## config.mk

```make
export PLATFORM = sky130hd
export DESIGN_NAME = mem_req_seq
export DESIGN_NICKNAME = d
export VERILOG_FILES = /design/src/rtl/mem_req_seq_pkg.sv /design/src/rtl/mem_lane_dec.sv /design/src/rtl/mem_req_seq.sv
export SDC_FILE = /design/constraint.sdc
export NUM_CORES = 1
export LEC_CHECK = 0
export BUFFER_PORTS_ARGS = -buffer_cell sky130_fd_sc_hd__buf_2
export CORE_AREA = 2 2 128 130
export CTS_CLUSTER_DIAMETER = 40
export CTS_CLUSTER_SIZE = 24
export DETAILED_ROUTE_END_ITERATION = 8
export DIE_AREA = 0 0 130 132
export HOLD_SLACK_MARGIN = 0.05
export SLEW_MARGIN = 20
export SYNTH_ARGS = -nofsm -noshare
export SYNTH_HDL_FRONTEND = slang
export SYNTH_SLANG_ARGS = --single-unit
```

## constraint.sdc

```tcl
create_clock -name clk -period 1.8 [get_ports clk]
set_input_delay 0.09 -clock clk [delete_from_list [all_inputs] [get_ports clk]]
set_output_delay 0.09 -clock clk [all_outputs]
set_load 0.02 [all_outputs]
```

## src/rtl/mem_req_seq_pkg.sv

```systemverilog
// Shared constants for the EX-side data-SRAM request sequencer:
// mem_op bit positions, FSM state encoding, byte-lane select patterns
// and pipeline stall-vector layout.
package mem_req_seq_pkg;

  // mem_op vector layout {lb,lbu,lh,lhu,lw,sb,sh,sw}
  localparam int MEMOP_LB  = 7;
  localparam int MEMOP_LBU = 6;
  localparam int MEMOP_LH  = 5;
  localparam int MEMOP_LHU = 4;
  localparam int MEMOP_LW  = 3;
  localparam int MEMOP_SB  = 2;
  localparam int MEMOP_SH  = 1;
  localparam int MEMOP_SW  = 0;

  // Byte-lane select patterns
  localparam logic [3:0] SEL_BYTE0 = 4'b0001;
  localparam logic [3:0] SEL_HALF_LO = 4'b0011;
  localparam logic [3:0] SEL_HALF_HI = 4'b1100;
  localparam logic [3:0] SEL_WORD    = 4'b1111;

  // Pipeline stall vector: one bit per stage, STOP holds that stage
  localparam int         STALL_W   = 6;
  localparam int         STALL_EX  = 3;
  localparam int         STALL_MEM = 4;
  localparam logic       STOP      = 1'b1;

  typedef enum logic [0:0] {
    ST_IDLE   = 1'b0,
    ST_SECOND = 1'b1
  } seq_state_t;

endpackage

```

## src/rtl/mem_lane_dec.sv

```systemverilog
// Per-slot combinational decode of a memory op: byte-lane select,
// write enable, replicated store data, word address and alignment faults.
// Optional build macro: MEM_ALIGN_CHK_EN enables alignment fault detection;
// without it, misaligned addresses are silently aligned and never fault.
module mem_lane_dec
  import mem_req_seq_pkg::*;
#(
  parameter int ADDR_W = 32,
  parameter int DATA_W = 32
) (
  input  logic              valid,
  input  logic [7:0]        mem_op,
  input  logic [ADDR_W-1:0] addr,
  input  logic [DATA_W-1:0] st_data,
  output logic [3:0]        sel,
  output logic [3:0]        wen,
  output logic [DATA_W-1:0] wdata,
  output logic [ADDR_W-1:0] word_addr,
  output logic              adel,
  output logic              ades,
  output logic              req
);

  logic       is_byte, is_half, is_word, is_load, is_store, is_mem, mis;
  logic [1:0] lo;

  // Classify the op, resolve lane offset and alignment, build lane outputs
  always_comb begin
    is_byte  = mem_op[MEMOP_LB] | mem_op[MEMOP_LBU] | mem_op[MEMOP_SB];
    is_half  = mem_op[MEMOP_LH] | mem_op[MEMOP_LHU] | mem_op[MEMOP_SH];
    is_word  = mem_op[MEMOP_LW] | mem_op[MEMOP_SW];
    is_load  = |mem_op[7:3];
    is_store = |mem_op[2:0];
    is_mem   = |mem_op;
`ifdef MEM_ALIGN_CHK_EN
    lo  = addr[1:0];
    mis = (is_half & addr[0]) | (is_word & (addr[1:0] != 2'b00));
`else
    lo  = is_half ? {addr[1], 1'b0} : (is_word ? 2'b00 : addr[1:0]);
    mis = 1'b0;
`endif
    sel = 4'b0000;
    if (is_byte)      sel = SEL_BYTE0 << lo;
    else if (is_half) sel = lo[1] ? SEL_HALF_HI : SEL_HALF_LO;
    else if (is_word) sel = SEL_WORD;

    wdata = st_data;
    if (mem_op[MEMOP_SB])      wdata = {4{st_data[7:0]}};
    else if (mem_op[MEMOP_SH]) wdata = {2{st_data[15:0]}};

    word_addr = {addr[ADDR_W-1:2], 2'b00};
    adel      = valid & is_load & mis;
    ades      = valid & is_store & mis;
    req       = valid & is_mem & ~mis;
    wen       = (req & is_store) ? sel : 4'b0000;
  end

endmodule

```

## src/rtl/mem_req_seq.sv

```systemverilog
// EX-side data-SRAM request sequencer for the dual-issue pipeline.
// Serialises two memory ops over one SRAM port (slot 1 then slot 2 with a
// one-cycle stall request) and buffers slot 1's load data for MEM.
// Optional build macro: MEM_ALIGN_CHK_EN (alignment faults and suppression).
module mem_req_seq
  import mem_req_seq_pkg::*;
#(
  parameter int ADDR_W = 32,
  parameter int DATA_W = 32
) (
  input  logic               clk,
  input  logic               rst,
  input  logic               flush,
  input  logic [STALL_W-1:0] stall,
  input  logic               valid_i1,
  input  logic               valid_i2,
  input  logic [7:0]         mem_op_i1,
  input  logic [7:0]         mem_op_i2,
  input  logic [ADDR_W-1:0]  addr_i1,
  input  logic [ADDR_W-1:0]  addr_i2,
  input  logic [DATA_W-1:0]  st_data_i1,
  input  logic [DATA_W-1:0]  st_data_i2,
  input  logic [DATA_W-1:0]  data_sram_rdata,
  output logic               data_sram_en,
  output logic [3:0]         data_sram_wen,
  output logic [ADDR_W-1:0]  data_sram_addr,
  output logic [DATA_W-1:0]  data_sram_wdata,
  output logic [3:0]         sel_i1,
  output logic [3:0]         sel_i2,
  output logic               adel_i1,
  output logic               adel_i2,
  output logic               ades_i1,
  output logic               ades_i2,
  output logic               stallreq_mem,
  output logic [DATA_W-1:0]  rdata_i1,
  output logic [DATA_W-1:0]  rdata_i2
);

  seq_state_t        state, state_nxt;
  logic [3:0]        wen1, wen2;
  logic [DATA_W-1:0] wdata1, wdata2, rbuf;
  logic [ADDR_W-1:0] waddr1, waddr2;
  logic              req1, req2_raw, req2, kill;
  logic              issue1, issue2, rbuf_v, cap_done, capture;

  mem_lane_dec #(.ADDR_W(ADDR_W), .DATA_W(DATA_W)) u_dec1 (
    .valid(valid_i1), .mem_op(mem_op_i1), .addr(addr_i1), .st_data(st_data_i1),
    .sel(sel_i1), .wen(wen1), .wdata(wdata1), .word_addr(waddr1),
    .adel(adel_i1), .ades(ades_i1), .req(req1)
  );

  mem_lane_dec #(.ADDR_W(ADDR_W), .DATA_W(DATA_W)) u_dec2 (
    .valid(valid_i2), .mem_op(mem_op_i2), .addr(addr_i2), .st_data(st_data_i2),
    .sel(sel_i2), .wen(wen2), .wdata(wdata2), .word_addr(waddr2),
    .adel(adel_i2), .ades(ades_i2), .req(req2_raw)
  );

  // A faulting slot 1 squashes the younger slot 2
  assign req2    = req2_raw & ~(adel_i1 | ades_i1);
  assign kill    = rst | flush;
  assign capture = (state == ST_SECOND) & ~cap_done & ~kill;

  // Next state, issue slot choice and stall request; flush/reset gate all
  always_comb begin
    state_nxt    = state;
    issue1       = 1'b0;
    issue2       = 1'b0;
    stallreq_mem = 1'b0;
    case (state)
      ST_IDLE: begin
        if (req1 && req2) begin
          issue1       = 1'b1;
          stallreq_mem = 1'b1;
          state_nxt    = ST_SECOND;
        end else if (req1) begin
          issue1 = 1'b1;
        end else if (req2) begin
          issue2 = 1'b1;
        end
      end
      ST_SECOND: begin
        issue2    = req2;
        state_nxt = (stall[STALL_EX] == STOP) ? ST_SECOND : ST_IDLE;
      end
      default: state_nxt = ST_IDLE;
    endcase
    if (kill) begin
      issue1       = 1'b0;
      issue2       = 1'b0;
      stallreq_mem = 1'b0;
      state_nxt    = ST_IDLE;
    end
  end

  // SRAM request mux: one slot owns the port per cycle
  always_comb begin
    data_sram_en    = issue1 | issue2;
    data_sram_wen   = 4'b0000;
    data_sram_addr  = '0;
    data_sram_wdata = '0;
    if (issue1) begin
      data_sram_wen   = wen1;
      data_sram_addr  = waddr1;
      data_sram_wdata = wdata1;
    end else if (issue2) begin
      data_sram_wen   = wen2;
      data_sram_addr  = waddr2;
      data_sram_wdata = wdata2;
    end
  end

  // State register, slot-1 read buffer and its valid flag
  always_ff @(posedge clk) begin
    if (rst) begin
      state    <= ST_IDLE;
      rbuf     <= '0;
      rbuf_v   <= 1'b0;
      cap_done <= 1'b0;
    end else begin
      state    <= state_nxt;
      cap_done <= (state == ST_SECOND) & (state_nxt == ST_SECOND);
      if (capture) rbuf <= data_sram_rdata;
      if (flush) begin
        rbuf_v <= 1'b0;
      end else if (capture) begin
        rbuf_v <= 1'b1;
      end else if (state != ST_SECOND && stall[STALL_MEM] != STOP) begin
        rbuf_v <= 1'b0;
      end
    end
  end

  // MEM-stage read data per slot
  assign rdata_i2 = data_sram_rdata;
  assign rdata_i1 = rbuf_v ? rbuf : data_sram_rdata;

endmodule

```

==> flow_metrics.py, run 1 <==
metrics = {
    "setup_path": {
        "required_ns": 1.71,
        "arrival_ns": 1.76,
        "end_kind": "output port",
        "setup.worst_path.class": "flop to output port",
        "r2r-start": "state",
        "r2r-end": "rbuf[18]",
        "crit_path_start_kind": "flop",
        "r2r_slack_ns": 0.47,
        "critPathMaxFanout": 9,
        "r2r_cells": 5,
    },
    "floorplanning": {
        "die_area_um2": 17160,
        "io_pins": 333,
        "initial_core_util": 0.2215,
        "core_area_um2": 15710,
        "die_x_um": 130,
        "std_cell_rows": 46,
        "die_h_um": 132,
    },
    "drt": {
        "vias": 4466,
        "wl_met3_um": 921,
        "wl_met1_um": 6217,
        "met2WireLength_um": 7484,
        "firstDrtPassIters": 5,
        "drt-total-wl_um": 14680,
        "drc": 0,
        "ant_nets": 0,
        "highest_layer": "met4",
        "wire_per_inst_um": 15.38,
        "post_drt_via_cell_ratio": 4.676,
        "drtIter0Drc": 188,
    },
    "min_path": {
        "hold_start": "data_sram_rdata[14]",
        "holdPathStages": 3,
        "holdPathEnd": "rbuf[14]",
        "hold_path_class": "input pin to flop",
    },
    "pwr": {
        "swShare": 0.3475,
        "cellPowerDensity_nw_per_um2": 485.7,
        "total_power_mw": 2.711,
        "p_seq_frac": 0.290,
        "peakVddDrop_v": 0.0003030,
        "power_frac_clock": 0.306,
        "p_sw_uw": 942.3,
        "p_comb_frac": 0.404,
        "power.leakage_nw": 2.766,
        "internal-power_mw": 1.769,
    },
    "clock_tree": {
        "cts_num_sinks": 35,
        "cts_tree": "done",
        "cts_made_buffers": 5,
        "clock_latency_ns": 0.27,
        "hold_buffers": 0,
        "htree_levels": 2,
        "clk_pin_slew_ns": 0.06,
        "ctsRootBufferMaster": "clkbuf_16",
        "cts_max_path_buffers": 2,
    },
    "grt": {
        "grt_pass1_wl_um": 20850,
        "grt_usage": 0.1474,
        "antenna_found_initial": 0,
        "grt-ovfl-total": 0,
        "grt_max_degree": 39,
        "grt_pass1_vias": 4222,
    },
    "logic_synthesis": {
        "avgSynthCellArea_um2": 7.701,
        "synth_top_area_frac": 0.2013,
        "synth-warning-count": 0,
        "muxShareOfSynthArea": 0.2416,
        "synthSimpleGateAreaFrac": 0.1542,
        "synthCells": 452,
        "synthAdderAreaFrac": 0,
        "yosysSeqAreaShare": 0.2013,
        "synth_area_leaders": "dfxtp_1, mux2i_1, mux2_2, a22o_1, buf_4",
        "synth_xor_area_frac": 0,
        "ys_types": 42,
        "synth_top_area_cell": "dfxtp_1",
        "synth_compound_gate_area_share": 0.2577,
        "synth_area_um2": 3481,
        "synth_top_family_by_area": "compound AO/OA/AOI/OAI gates",
        "ys_ff_latch": 35,
    },
    "layout": {
        "num-fill-cells": 1701,
        "layout.cells.non_filler": 955,
        "drive_above_1_share": 0.5562,
        "area_delta_synth_final_pct": 60.39,
        "antenna-diode-count": 0,
        "layout.nets": 925,
    },
    "sta": {
        "hold_viol_final": 0,
        "period_share": 1.028,
        "setup_slack_ns": -0.04998,
        "worst_pin_slew_ns": 0.5109,
        "period_minus_slack_ns": 1.850,
        "max_freq_mhz": 540.5,
        "rsz0062_at_grt": "yes",
        "final-setup-viol-count": 38,
        "drv_slew": 0,
        "relSlewSlack": 0.6540,
        "skew_ns": 0.005352,
    },
    "place": {
        "dp.cells": 938,
        "gp_congestion": 0.8339,
        "port_buffers": 322,
        "place_hpwl_um": 11010,
    },
    "status": {
        "failed_checks": "setup timing",
        "status": "finished with violations",
    },
    "flow_run": {
        "maxCapViolations": 0,
    },
}
-- critical path, cell delays in order (launching register included) --
cell and delay (ns):
dfxtp_2 0.34, a311o_2 0.38, nor3_4 0.14, buf_4 0.17
buf_6 0.16, a22o_1 0.14, buf_2 0.16
-- worst max path at each step --
stage	start	to	slack [ns]
after floorplan	state	data_sram_wdata[28]	0.17
after global placement	mem_op_i1[4]	data_sram_wdata[15]	0.05
after detailed placement	mem_op_i1[4]	data_sram_addr[8]	0.04
after CTS	state	data_sram_addr[8]	-0.03
after global routing	state	data_sram_wdata[1]	-0.10
final	state	data_sram_wdata[1]	-0.05
-- cell families (layout without fill, tap and decap cells) --
| group | after synthesis | count (layout) |
|---|---|---|
| mux | 80 | 80 |
| other cells | 1 | 6 |
| buf+inv | 83 | 365 |
| compound gates | 134 | 134 |
| flops | 35 | 35 |
| simple gates | 119 | 119 |
-- timing repair --
item | 4_1_cts | 5_1_grt
gates cloned | 0 | 6
pin swaps | 1 | 0
resized for setup | 8 | 38
setup endpoints to repair | 62 | 67
setup buffers | 1 | 2
-- routing by layer --
layer  vias up  global-route usage
met1      2093              0.1789
li1       2174                   -
met2       195              0.2769
met3         4             0.02029
met5         -                   0
met4         0             0.02210
-- power by group through the flow --
| stage | registers (mW) | logic, mW | clock network, mW |
|---|---|---|---|
| detailed placement | 0.803 | 1.02 | 0 |
| global placement | 0.803 | 1.01 | 0 |
| CTS | 0.786 | 1.03 | 0.863 |
| global route | 0.786 | 1.18 | 0.891 |
| finish | 0.786 | 1.10 | 0.830 |
| floorplan | 0.802 | 0.614 | 0 |
-- area by class of cell --
class                      instances  area [um2]  area share
clock buffer                       6       128.9     0.02308
timing repair buffer             348        2023      0.3624
sequential                        35       701.9      0.1257
inverter                           9       33.78    0.006051
multi-input combinational        339        2412      0.4321
clock inverter                     2       12.51    0.002241
tap                              216       270.3     0.04841
-- cells in the final DEF (no fill, tap or decap), types with 2 or more instances in the layout --
cell type / n
a211oi_1: 2
a21boi_0: 2
a21oi_1: 51
a22o_1: 38
buf_12: 6
buf_2: 303
buf_4: 25
buf_6: 11
clkbuf_16: 8
conb_1: 6
dfxtp_1: 34
inv_1: 9
mux2_2: 32
mux2i_1: 48
nand2_1: 66
nor2_1: 23
nor3_1: 6
nor3_4: 2
nor4_1: 2
o21a_1: 3
o21ai_0: 4
o22ai_1: 16
o22ai_2: 10
o2bb2ai_1: 2
or2_2: 2
or3_1: 4
-- state kept, by name (all words and copies together), names as in the netlist --
| signal | count |
|---|---|
| rbuf_v | 1 |
| state | 1 |
| rbuf | 32 |
| cap_done | 1 |
-- per-stage QoR --
stage               setup WS, ns  setup TNS, ns  hold WS [ns]  instance area, um2    util
floorplan                 0.1719              0        0.2260                3500       -
global route             -0.1021         -3.059       0.07669                5583  0.3553
finish                  -0.04998         -1.092       0.06539                5583  0.3553
global placement         0.04703              0        0.3506                5127  0.3263
detailed placement       0.03506              0        0.3550                5127  0.3263
CTS                     -0.03298        -0.6400       0.06168                5304  0.3376
-- Yosys cell counts (all sizes together) --
cell type	instances
nand2	67
buf	57
a21oi	51
mux2i	48
a22o	38
dfxtp	35
mux2	32
o22ai	26
nor2	24
clkbuf	17
inv	9
nor3	9
o21ai	4
or3	4
nor4	3
o21a	3
a211oi	2
a21boi	2
nand2b	2
o2bb2ai	2
or2	2
or3b	2
a221oi	1
a311o	1
a31oi	1
and2	1
and3	1
conb	1
nand3	1
nand4	1
nor2b	1
o211ai	1
o311ai	1
o31ai	1
or4b	1
No activity file was read; power rests on OpenSTA's default activity.
==> run 2: changes to the inputs <==
--- a/config.mk
+++ b/config.mk
@@ -12,6 +12,7 @@
 export DETAILED_ROUTE_END_ITERATION = 8
 export DIE_AREA = 0 0 130 132
 export HOLD_SLACK_MARGIN = 0.05
+export PLACE_DENSITY_LB_ADDON = 0.25
 export SLEW_MARGIN = 20
 export SYNTH_ARGS = -nofsm -noshare
 export SYNTH_HDL_FRONTEND = slang
==> flow_metrics.py, run 2 (same netlist as run 1, synthesis figures left out) <==
metrics = {
    "status": {
        "status": "finished with violations",
        "failed_checks": "setup timing",
    },
    "clock_tree": {
        "clock_latency_ns": 0.28,
        "cts_made_buffers": 5,
        "clk_pin_slew_ns": 0.06,
        "htree_levels": 2,
        "cts_num_sinks": 35,
        "cts_max_path_buffers": 2,
        "ctsRootBufferMaster": "clkbuf_16",
        "cts_tree": "done",
    },
    "sta": {
        "hold_viol_final": 0,
        "period_share": 1.015,
        "rsz0062_at_grt": "yes",
        "setup_slack_ns": -0.02716,
        "tns_ns": -0.4343,
        "worst_pin_slew_ns": 0.7073,
        "max_freq_mhz": 547.3,
        "relSlewSlack": 0.5225,
        "drv_slew": 0,
        "skew_ns": 0.004054,
        "final-setup-viol-count": 24,
        "period_minus_slack_ns": 1.827,
        "hold_slack_ns": 0.06641,
    },
    "drt": {
        "drtIter0Drc": 128,
        "drt-total-wl_um": 15590,
        "ant_nets": 0,
        "post_drt_via_cell_ratio": 4.583,
        "drc": 0,
        "wire_per_inst_um": 16.20,
        "vias": 4409,
        "firstDrtPassIters": 4,
    },
    "setup_path": {
        "r2r_cells": 6,
        "setup.worst_path.class": "flop to output port",
        "crit_path_start_kind": "flop",
        "r2r-start": "state",
        "required_ns": 1.71,
        "slowest_delay_ns": 0.38,
        "arrival_ns": 1.74,
        "r2r_slack_ns": 0.42,
        "crit_path_cell_trace": "a311o_2 > and2_4 > buf_12 > a22o_1 > buf_6",
        "r2r-end": "rbuf[15]",
        "cp_slowest_cell": "a311o_2",
        "critPathMaxFanout": 19,
        "end_kind": "output port",
    },
    "min_path": {
        "holdPathEnd": "rbuf[9]",
        "holdPathStages": 3,
        "hold_start": "data_sram_rdata[9]",
        "hold_path_class": "input pin to flop",
    },
    "grt": {
        "antenna_found_initial": 4,
        "grt_pass1_vias": 4151,
        "grt_max_degree": 39,
        "grt_pass1_wl_um": 21910,
        "grt-ovfl-total": 0,
        "grt_usage": 0.1587,
    },
    "place": {
        "place_area_um2": 5177,
        "gp_congestion": 0.8525,
        "dp_slack_ns": -0.05666,
        "dp.cells": 943,
        "port_buffers": 322,
        "place_hpwl_um": 11540,
    },
    "pwr": {
        "power.leakage_nw": 2.827,
        "total_power_mw": 2.778,
        "peakVddDrop_v": 0.0002939,
        "cellPowerDensity_nw_per_um2": 472.1,
    },
    "floorplanning": {
        "die_x_um": 130,
        "core_area_um2": 15710,
        "die_area_um2": 17160,
        "initial_core_util": 0.2215,
        "io_pins": 333,
        "std_cell_rows": 46,
        "die_h_um": 132,
    },
    "layout": {
        "layout_common_cells": "buf_2, nand2_1, a21oi_1",
        "largest_reg_flops": 32,
        "layout.cells.non_filler": 962,
        "area_delta_synth_final_pct": 69.05,
        "regMostFlops": "rbuf",
        "final_area_um2": 5884,
        "final_common_cell": "buf_2",
        "num-fill-cells": 1699,
        "fin_util": 0.3745,
        "drive_above_1_share": 0.5626,
        "layout.nets": 929,
    },
    "flow_run": {
        "maxCapViolations": 0,
    },
}
-- run 2: power by group --
group	internal [mW]	total, mW	switching, mW	leakage [nW]
Clock	0.510	0.836	0.325	0.0669
Sequential	0.782	0.785	0.00341	0.282
Combinational	0.527	1.16	0.630	2.48
-- run 2: layer usage --
metal	wire length [um]	GRT usage	vias up
met5	13	0	-
met4	233	0.03524	2
met3	1315	0.03896	21
met2	7740	0.2827	190
met1	6283	0.1904	2000
li1	-	-	2196
-- run 2: area by class of cell --
cell class	count	area [um2]	share of cell area
repair buffers	352	2305	0.3917
well taps	216	270.3	0.04593
diodes	3	7.507	0.001276
inverters	9	33.78	0.005741
clock buffers	6	128.9	0.02190
flip-flops and latches	35	700.7	0.1191
multi-input cells	339	2426	0.4123
clock inverters	2	12.51	0.002126
-- run 2: worst max-delay path by stage --
stage                       startpoint                   to  slack, ns  depth (start not counted)
final                            state    data_sram_addr[8]      -0.03                          5
after global routing             state   data_sram_wdata[7]      -0.07                          5
after CTS                        state   data_sram_wdata[4]      -0.04                          6
after detailed placement  mem_op_i1[4]   data_sram_wdata[4]      -0.06                          8
after global placement    mem_op_i1[4]   data_sram_wdata[6]      -0.05                          8
after floorplan                  state  data_sram_wdata[28]       0.17                          5
-- run 2: critical path: cells and delay by family, from the launching register on --
family	cells	cell delay, ns
buffers and inverters	2	0.29
AOI/OAI and AO/OA	2	0.63
and+or+nand+nor	1	0.21
DFF	1	0.31
-- run 2: what timing repair did --
item                       CTS  global route
gates resized for setup     60            66
setup endpoints to repair   61            65
hold buffers                 0             0
buffers inserted             3             0
gates cloned                 1             5
pin swaps                    2             8
